$ cat src/rtl/mem_if_pkg.sv
// Shared constants, payload types and FSM encoding for the cacheline-to-burst adapter.
package mem_if_pkg;

  localparam int unsigned LINE_WIDTH   = 256;
  localparam int unsigned BURST_WIDTH  = 64;
  localparam int unsigned ADDR_WIDTH   = 32;
  localparam int unsigned BEATS        = LINE_WIDTH / BURST_WIDTH;
  localparam int unsigned CNT_WIDTH    = $clog2(BEATS);
  localparam int unsigned OFFSET_WIDTH = $clog2(LINE_WIDTH / 8);

  typedef logic [BURST_WIDTH-1:0]            beat_t;
  typedef logic [BEATS-1:0][BURST_WIDTH-1:0] line_t;
  typedef logic [ADDR_WIDTH-1:0]             addr_t;

  typedef enum logic [2:0] {
    IDLE,
    RD_BURST,
    RD_DONE,
    WR_BURST,
    WR_DONE
  } lba_state_e;

endpackage

$ cat src/rtl/line_burst_adapter.sv
// Splits one cacheline read/write from the arbiter into a BEATS-long memory burst
// and returns a single line-wide completion pulse.
module line_burst_adapter
  import mem_if_pkg::*;
(
  input  logic                   clk,
  input  logic                   rst,
  input  logic [LINE_WIDTH-1:0]  line_i,
  output logic [LINE_WIDTH-1:0]  line_o,
  input  logic [ADDR_WIDTH-1:0]  address_i,
  input  logic                   read_i,
  input  logic                   write_i,
  output logic                   resp_o,
  input  logic [BURST_WIDTH-1:0] burst_i,
  output logic [BURST_WIDTH-1:0] burst_o,
  output logic [ADDR_WIDTH-1:0]  address_o,
  output logic                   read_o,
  output logic                   write_o,
  input  logic                   resp_i
);

  localparam addr_t ADDR_MASK = ~ADDR_WIDTH'((1 << OFFSET_WIDTH) - 1);
  localparam logic [CNT_WIDTH-1:0] LAST_BEAT = CNT_WIDTH'(BEATS - 1);

  lba_state_e           state_q, state_d;
  logic [CNT_WIDTH-1:0] cnt_q, cnt_d;
  line_t                buf_q, buf_d;
  line_t                line_q, line_d;
  addr_t                addr_q, addr_d;
  beat_t                burst_q, burst_d;
  logic                 rd_q, rd_d;
  logic                 wr_q, wr_d;
  logic                 resp_q, resp_d;

  // State and all outputs are registered together so each output tracks the state it belongs to.
  always_ff @(posedge clk) begin
    if (rst) begin
      state_q <= IDLE;
      cnt_q   <= '0;
      buf_q   <= '0;
      line_q  <= '0;
      addr_q  <= '0;
      burst_q <= '0;
      rd_q    <= 1'b0;
      wr_q    <= 1'b0;
      resp_q  <= 1'b0;
    end else begin
      state_q <= state_d;
      cnt_q   <= cnt_d;
      buf_q   <= buf_d;
      line_q  <= line_d;
      addr_q  <= addr_d;
      burst_q <= burst_d;
      rd_q    <= rd_d;
      wr_q    <= wr_d;
      resp_q  <= resp_d;
    end
  end

  // Next-state and next-output logic; request strobes are recomputed every cycle.
  always_comb begin
    state_d = state_q;
    cnt_d   = cnt_q;
    buf_d   = buf_q;
    line_d  = line_q;
    addr_d  = addr_q;
    burst_d = burst_q;
    rd_d    = 1'b0;
    wr_d    = 1'b0;
    resp_d  = 1'b0;

    case (state_q)
      IDLE: begin
        if (read_i) begin
          addr_d  = address_i & ADDR_MASK;
          cnt_d   = '0;
          rd_d    = 1'b1;
          state_d = RD_BURST;
        end else if (write_i) begin
          addr_d  = address_i & ADDR_MASK;
          cnt_d   = '0;
          buf_d   = line_t'(line_i);
          burst_d = line_i[BURST_WIDTH-1:0];
          wr_d    = 1'b1;
          state_d = WR_BURST;
        end
      end

      RD_BURST: begin
        rd_d = 1'b1;
        if (resp_i) begin
          buf_d[cnt_q] = burst_i;
          cnt_d        = cnt_q + CNT_WIDTH'(1);
          if (cnt_q == LAST_BEAT) begin
            line_d  = buf_d;
            rd_d    = 1'b0;
            resp_d  = 1'b1;
            state_d = RD_DONE;
          end
        end
      end

      WR_BURST: begin
        wr_d = 1'b1;
        if (resp_i) begin
          cnt_d   = cnt_q + CNT_WIDTH'(1);
          burst_d = buf_q[cnt_d];
          if (cnt_q == LAST_BEAT) begin
            wr_d    = 1'b0;
            resp_d  = 1'b1;
            state_d = WR_DONE;
          end
        end
      end

      RD_DONE,
      WR_DONE: state_d = IDLE;

      default: state_d = IDLE;
    endcase
  end

  assign line_o    = line_q;
  assign address_o = addr_q;
  assign burst_o   = burst_q;
  assign read_o    = rd_q;
  assign write_o   = wr_q;
  assign resp_o    = resp_q;

endmodule

$ cat config.mk
export PLATFORM = sky130hd
export DESIGN_NAME = line_burst_adapter
export DESIGN_NICKNAME = d
export VERILOG_FILES = /design/src/rtl/mem_if_pkg.sv /design/src/rtl/line_burst_adapter.sv
export SDC_FILE = /design/constraint.sdc
export NUM_CORES = 1
export LEC_CHECK = 0
export CORE_UTILIZATION = 35
export CTS_CLUSTER_DIAMETER = 60
export DETAILED_ROUTE_END_ITERATION = 6
export PLACE_DENSITY = 0.6
export SYNTH_ARGS = -nofsm -noshare
export SYNTH_HDL_FRONTEND = slang
export SYNTH_SLANG_ARGS = --single-unit
$ cat constraint.sdc
create_clock -name clk -period 7.4 [get_ports clk]
set_input_delay 2.22 -clock clk [delete_from_list [all_inputs] [get_ports clk]]
set_output_delay 2.22 -clock clk [all_outputs]
set_load 0.05 [all_outputs]
; Word level (Yosys, flattened, before mapping)
; Cells that the tools add are included.
[word_totals]
regBits = 616
wordCells = 80
output_inout_bits = 355
input_bits = 357
[classes]
n_eq_ne = 11
reduce_logical = 14
n_lt_le_gt_ge = 3
n_bitwise = 2
mux = 34
addsub = 1
[ops]
columns = op, n
row1 = two-way mux 256 bit, 3
row2 = case mux 256 bit (2 select lines), 1
row3 = two-way mux 64 bit, 5
row4 = bitwise mux 256 bit, 1
row5 = binary-select mux 64 bit (select 2 bit), 1
row6 = demux 64 bit (select 2 bit), 1
row7 = case mux 64 bit (2 select lines), 1
row8 = two-way mux 32 bit, 2
row9 = two-way mux 3 bit, 6
row10 = "inequality test 2 bit, second input constant", 6
row11 = case mux 3 bit (3 select lines), 1
row12 = AND reduction 4 bit, 2
row13 = nonzero test 2 bit, 4
row14 = "< comparator 2 x 3 -> 1 bit, second input constant", 2
row15 = two-way mux 1 bit, 6
row16 = two-way mux 2 bit, 3
row17 = AND reduction 3 bit, 2
row18 = AND reduction 5 bit, 1
row19 = case mux 1 bit (2 select lines), 2
row20 = case mux 2 bit (2 select lines), 1
row21 = "== test 3 x 1 -> 1 bit, second input constant", 1
row22 = "== test 3 x 2 -> 1 bit, second input constant", 1
row23 = logical NOT 3 bit, 1
row24 = "inequality test 3 bit, second input constant", 1
row25 = 9 further kinds, 10

; Depth between registers and ports, before layout
[depth]
ltp_word = 7
depth_mapped = 9
depth_no_buf = 6

; Worst setup path before layout
; Ideal clock, no wire load.
[synth_timing]
kind = input-to-reg
from = in read_i
to = reg buf_q[92] (netlist name)
required_ns = 7.259
setup_time_ns = 0.141
n_path_buf = 3
path_slack_ns = 3.679
stages = 6
t_arrival_ns = 3.580
cell_sequence = or3b_1 -> buf_6 -> a21oi_1 -> clkbuf_8 -> clkbuf_8 -> a211oi_2
[synth_via]
elab_chain_len = 2
[synth_rtl]
columns = item, line
row1 = start: declaration, line_burst_adapter.sv:11  ; input logic read_i,
row2 = inequality test 2 bit (no source line), --
row3 = AND reduction 4 bit (no source line), --
row4 = end signal: assignment, line_burst_adapter.sv:50  ; buf_q <= buf_d;
row5 = end: declaration, line_burst_adapter.sv:27  ; line_t buf_q, buf_d;
; Every way passes these cells.
; A chain may end at the register's enable or synchronous reset.

; Worst setup path in the final report
[layout_timing]
from = in write_i
to = reg buf_q[210] (netlist name)
[layout_via]
elab_chain_len = 2
[layout_rtl]
columns = item, line
row1 = start: declaration, line_burst_adapter.sv:12  ; input logic write_i,
row2 = inequality test 2 bit (no source line), --
row3 = AND reduction 4 bit (no source line), --
; Every way passes these cells.

==> metrics.txt <==
# TYPE chip_impl_metric gauge
chip_impl_metric{name="design.core.area",unit="sq um"} 84200
chip_impl_metric{name="placed_cells_incl_taps",unit=""} 4749
chip_impl_metric{name="postCtsResizedCells",unit=""} 0
chip_impl_metric{name="cts-buffers-inserted",unit=""} 77
chip_impl_metric{name="ys_ff_latch",unit=""} 611
chip_impl_metric{name="die_outline_area",unit="sq um"} 86800
chip_impl_info{name="yosys_most_used_dff",value="sky130_fd_sc_hd__dfxtp_1"} 1
chip_impl_info{name="largest_delay_contributor_family_on_the_critical_path",value="buffers and inverters"} 1
chip_impl_metric{name="rows",unit=""} 106
chip_impl_metric{name="post_synth_arst_share",unit="%"} 0
chip_impl_metric{name="max-cap-violations",unit=""} 0
chip_impl_metric{name="grt.overflow.total",unit=""} 0
chip_impl_metric{name="cts_num_sinks",unit=""} 611
chip_impl_info{name="holdCritPathClass",value="reg2reg"} 1
chip_impl_metric{name="detail_route.iter0.violations",unit=""} 1751
chip_impl_metric{name="drv_slew",unit=""} 0
chip_impl_metric{name="tightest_slew",unit="ns"} 1.22
chip_impl_metric{name="die_height",unit="microns"} 295
chip_impl_metric{name="max_freq",unit="MHz"} 220
chip_impl_info{name="crit_path_start_kind",value="input pin"} 1
chip_impl_metric{name="io_buffer_count",unit=""} 701
chip_impl_metric{name="fraction_of_final_layout_cells_sized_beyond_drive_strength_1",unit="%"} 13.2
chip_impl_metric{name="cts.hold.buffers_added",unit=""} 0
chip_impl_info{name="tritoncts",value="done"} 1
chip_impl_info{name="crit_path_top_delay_cell",value="sky130_fd_sc_hd__a21oi_4"} 1
chip_impl_metric{name="detailroute.via_count",unit=""} 26400
chip_impl_metric{name="final.fill_count",unit=""} 8154
chip_impl_metric{name="tns",unit="ns"} 0
chip_impl_metric{name="maximum_number_of_pins_on_one_net_before_global_route_repair",unit=""} 246
chip_impl_metric{name="detail-route-antenna-nets",unit=""} 0
chip_impl_info{name="critPathKind",value="in2reg"} 1
chip_impl_metric{name="path_max_fanout",unit=""} 22
chip_impl_metric{name="grt_first_pass_wirelength",unit="microns"} 164000
chip_impl_metric{name="gp_routability_congestion",unit=""} 0.840
chip_impl_metric{name="nets",unit=""} 4056
chip_impl_metric{name="rrSetupSlack",unit="ns"} 2.92
chip_impl_metric{name="critPathBufInv",unit=""} 3
chip_impl_metric{name="synthesis.yosys.warnings",unit=""} 0
chip_impl_metric{name="post_synth_cell_types",unit=""} 38
chip_impl_metric{name="io_pins",unit=""} 712
chip_impl_metric{name="final_cell_count_no_fill",unit=""} 4896
chip_impl_metric{name="finalCoreUtilization",unit="%"} 47.0
chip_impl_metric{name="drc",unit=""} 0
chip_impl_metric{name="dr_vias_cell",unit=""} 5.40
chip_impl_info{name="run_status",value="finished, final reports clean"} 1
chip_impl_metric{name="synth_enable_flop_cells",unit=""} 0
chip_impl_metric{name="areaGrowthSynthToFinish",unit="%"} 32.0
chip_impl_info{name="layout.cells.most_common",value="sky130_fd_sc_hd__clkdlybuf4s50_1"} 1
chip_impl_metric{name="die_w",unit="microns"} 295
chip_impl_metric{name="worst-endpoint-required",unit="ns"} 7.85
chip_impl_metric{name="syn_area",unit="sq um"} 30000
chip_impl_metric{name="power_density",unit="nW/um^2"} 239
chip_impl_metric{name="ir_drop",unit="mV"} 0.181
chip_impl_metric{name="setup_viol_count_final",unit=""} 0
chip_impl_metric{name="finalWirelength",unit="microns"} 112000
chip_impl_metric{name="detailedRoute.firstPassIterationCount",unit=""} 6
chip_impl_metric{name="clk_pin_slew_worst_paths",unit="ns"} 0.06
chip_impl_info{name="grt_setup_unrepaired",value="no"} 1
chip_impl_metric{name="pre_cts_worst_setup_slack",unit="ns"} 2.26
chip_impl_metric{name="number_of_cells_produced_by_synthesis",unit=""} 3201
chip_impl_metric{name="synth_sequential_area_ratio",unit="%"} 40.8
chip_impl_metric{name="initial_utilization",unit="%"} 35.6
chip_impl_metric{name="max_stage_delay",unit="ns"} 0.79
chip_impl_info{name="clk_root_buffer_cell",value="sky130_fd_sc_hd__clkbuf_16"} 1
chip_impl_metric{name="cts_setup_buffers",unit=""} 0
chip_impl_metric{name="dp_hpwl",unit="microns"} 71500
chip_impl_metric{name="timing.slew.headroom",unit="%"} 18.8
chip_impl_metric{name="synth.avg_cell_area",unit="sq um"} 9.36
chip_impl_metric{name="p_leak",unit="nW"} 12.6
chip_impl_metric{name="finClkSkew",unit="ns"} 0.0241
chip_impl_metric{name="grt_use_total",unit="%"} 24.8
chip_impl_metric{name="worst_skew_pair.late_latency",unit="ns"} 0.62
chip_impl_info{name="crit_path_cell_trace",value="clkdlybuf4s50_1 > or3b_1 > a21oi_4 > buf_12 > buf_4 > a211oi_2"} 1
chip_impl_metric{name="first_global_vias",unit=""} 25300
chip_impl_metric{name="routedWlPerCell",unit="microns"} 22.9
chip_impl_metric{name="period_share",unit="%"} 61.4
chip_impl_info{name="layout_common_cells",value="700 x sky130_fd_sc_hd__clkdlybuf4s50_1, 610 x sky130_fd_sc_hd__dfxtp_1, 517 x sky130_fd_sc_hd__nor2_1"} 1
chip_impl_metric{name="cts-htree-levels",unit=""} 3
chip_impl_metric{name="antenna_found_initial",unit=""} 20
chip_impl_metric{name="clk_path_buf_depth",unit=""} 3
chip_impl_metric{name="arrival",unit="ns"} 4.99
chip_impl_metric{name="hold_violations",unit=""} 0
chip_impl_metric{name="final_setup_slack_of_the_worst_path",unit="ns"} 2.85
chip_impl_info{name="timing.critical_path.to_type",value="flip-flop"} 1
chip_impl_metric{name="timing.final.crit_period",unit="ns"} 4.55
[worst paths after layout]
kind	cells after the start	endpoint	start
max reg2reg	8	buf_q[236]$_SDFFE_PP0P_	cnt_q[0]$_SDFFE_PP0P_
max	6	buf_q[210]$_SDFFE_PP0P_	write_i
min	2	line_o[238]$_SDFFE_PP0P_	line_o[238]$_SDFFE_PP0P_
min reg2reg	2	line_o[238]$_SDFFE_PP0P_	line_o[238]$_SDFFE_PP0P_
[area by class of cell]
type | count | area (sq um) | area share (%)
multi-input cells | 2246 | 15800 | 39.9
flip-flops and latches | 611 | 12200 | 30.9
repair buffers | 750 | 7530 | 19.0
clock buffers | 112 | 2250 | 5.69
well taps | 1134 | 1420 | 3.59
clock inverters | 24 | 292 | 0.737
inverters | 8 | 30.0 | 0.0759
diodes | 11 | 27.5 | 0.0696
[synth_stat cells, types with 7 or more instances]
master,n,area [sq um]
sky130_fd_sc_hd__a311oi_1,65,569
sky130_fd_sc_hd__o21ai_0,256,1280
sky130_fd_sc_hd__inv_1,8,30.0
sky130_fd_sc_hd__mux4_2,64,1440
sky130_fd_sc_hd__buf_2,67,335
sky130_fd_sc_hd__buf_6,38,428
sky130_fd_sc_hd__nand2_1,314,1180
sky130_fd_sc_hd__a21oi_1,97,485
sky130_fd_sc_hd__clkbuf_8,32,440
sky130_fd_sc_hd__nand3b_1,256,1920
sky130_fd_sc_hd__dfxtp_1,611,12200
sky130_fd_sc_hd__dlygate4sd3_1,7,70.1
sky130_fd_sc_hd__mux2i_1,192,1920
sky130_fd_sc_hd__clkbuf_1,173,649
sky130_fd_sc_hd__a211oi_2,240,3000
sky130_fd_sc_hd__a211oi_1,208,1560
sky130_fd_sc_hd__buf_1,11,41.3
sky130_fd_sc_hd__buf_4,12,90.1
sky130_fd_sc_hd__nor2_1,517,1940
[report_power, final]
part           leakage [nW]  switching (W)  total [W]  internal [W]
logic                  6.41        0.00121    0.00198      0.000774
registers              4.98       0.000180    0.00370       0.00352
clock network          1.24        0.00153    0.00379       0.00226
total                  12.6        0.00291    0.00947       0.00656
[state kept, by name, indices dropped and copies added (netlist names)]
name       cells
state_q        3
cnt_q          2
burst_o       64
write_o        1
address_o     27
read_o         1
buf_q        256
resp_o         1
line_o       256
[through the flow]
stage	power, W	hold slack [ns]	area, sq um
2_1_floorplan	0.00510	0.475	30000
3_3_place_gp	0.00572	0.442	37000
3_5_place_dp	0.00574	0.446	37000
4_1_cts	0.00955	0.453	39500
5_1_grt	0.00985	0.466	39500
6_report	0.00947	0.450	39500
[worst min-delay path, cell delays in order, from the launching register on]
cell and delay [ns]:
sky130_fd_sc_hd__dfxtp_1 0.30, sky130_fd_sc_hd__nand2_1 0.05, sky130_fd_sc_hd__a21oi_1 0.05
[metal layers]
layer  vias up  wire length [microns]  track usage (%)
li1      12600                      -                -
met3       177                   8900             6.43
met2       919                  52800             40.4
met5         -                    115                0
met4        18                   2600             7.70
met1     12800                  47500             32.0
[logic make-up after synthesis]
family                   synth area share (%)
AO/OA/AOI/OAI                            23.5
adder cells (fa/ha/maj)                 0.209
buffers and inverters                    6.96
flip-flops                               40.8
multiplexers                             11.3
other                                  0.0125
AND/OR/NAND/NOR                          17.2
Power figures use the tool's default switching activity.
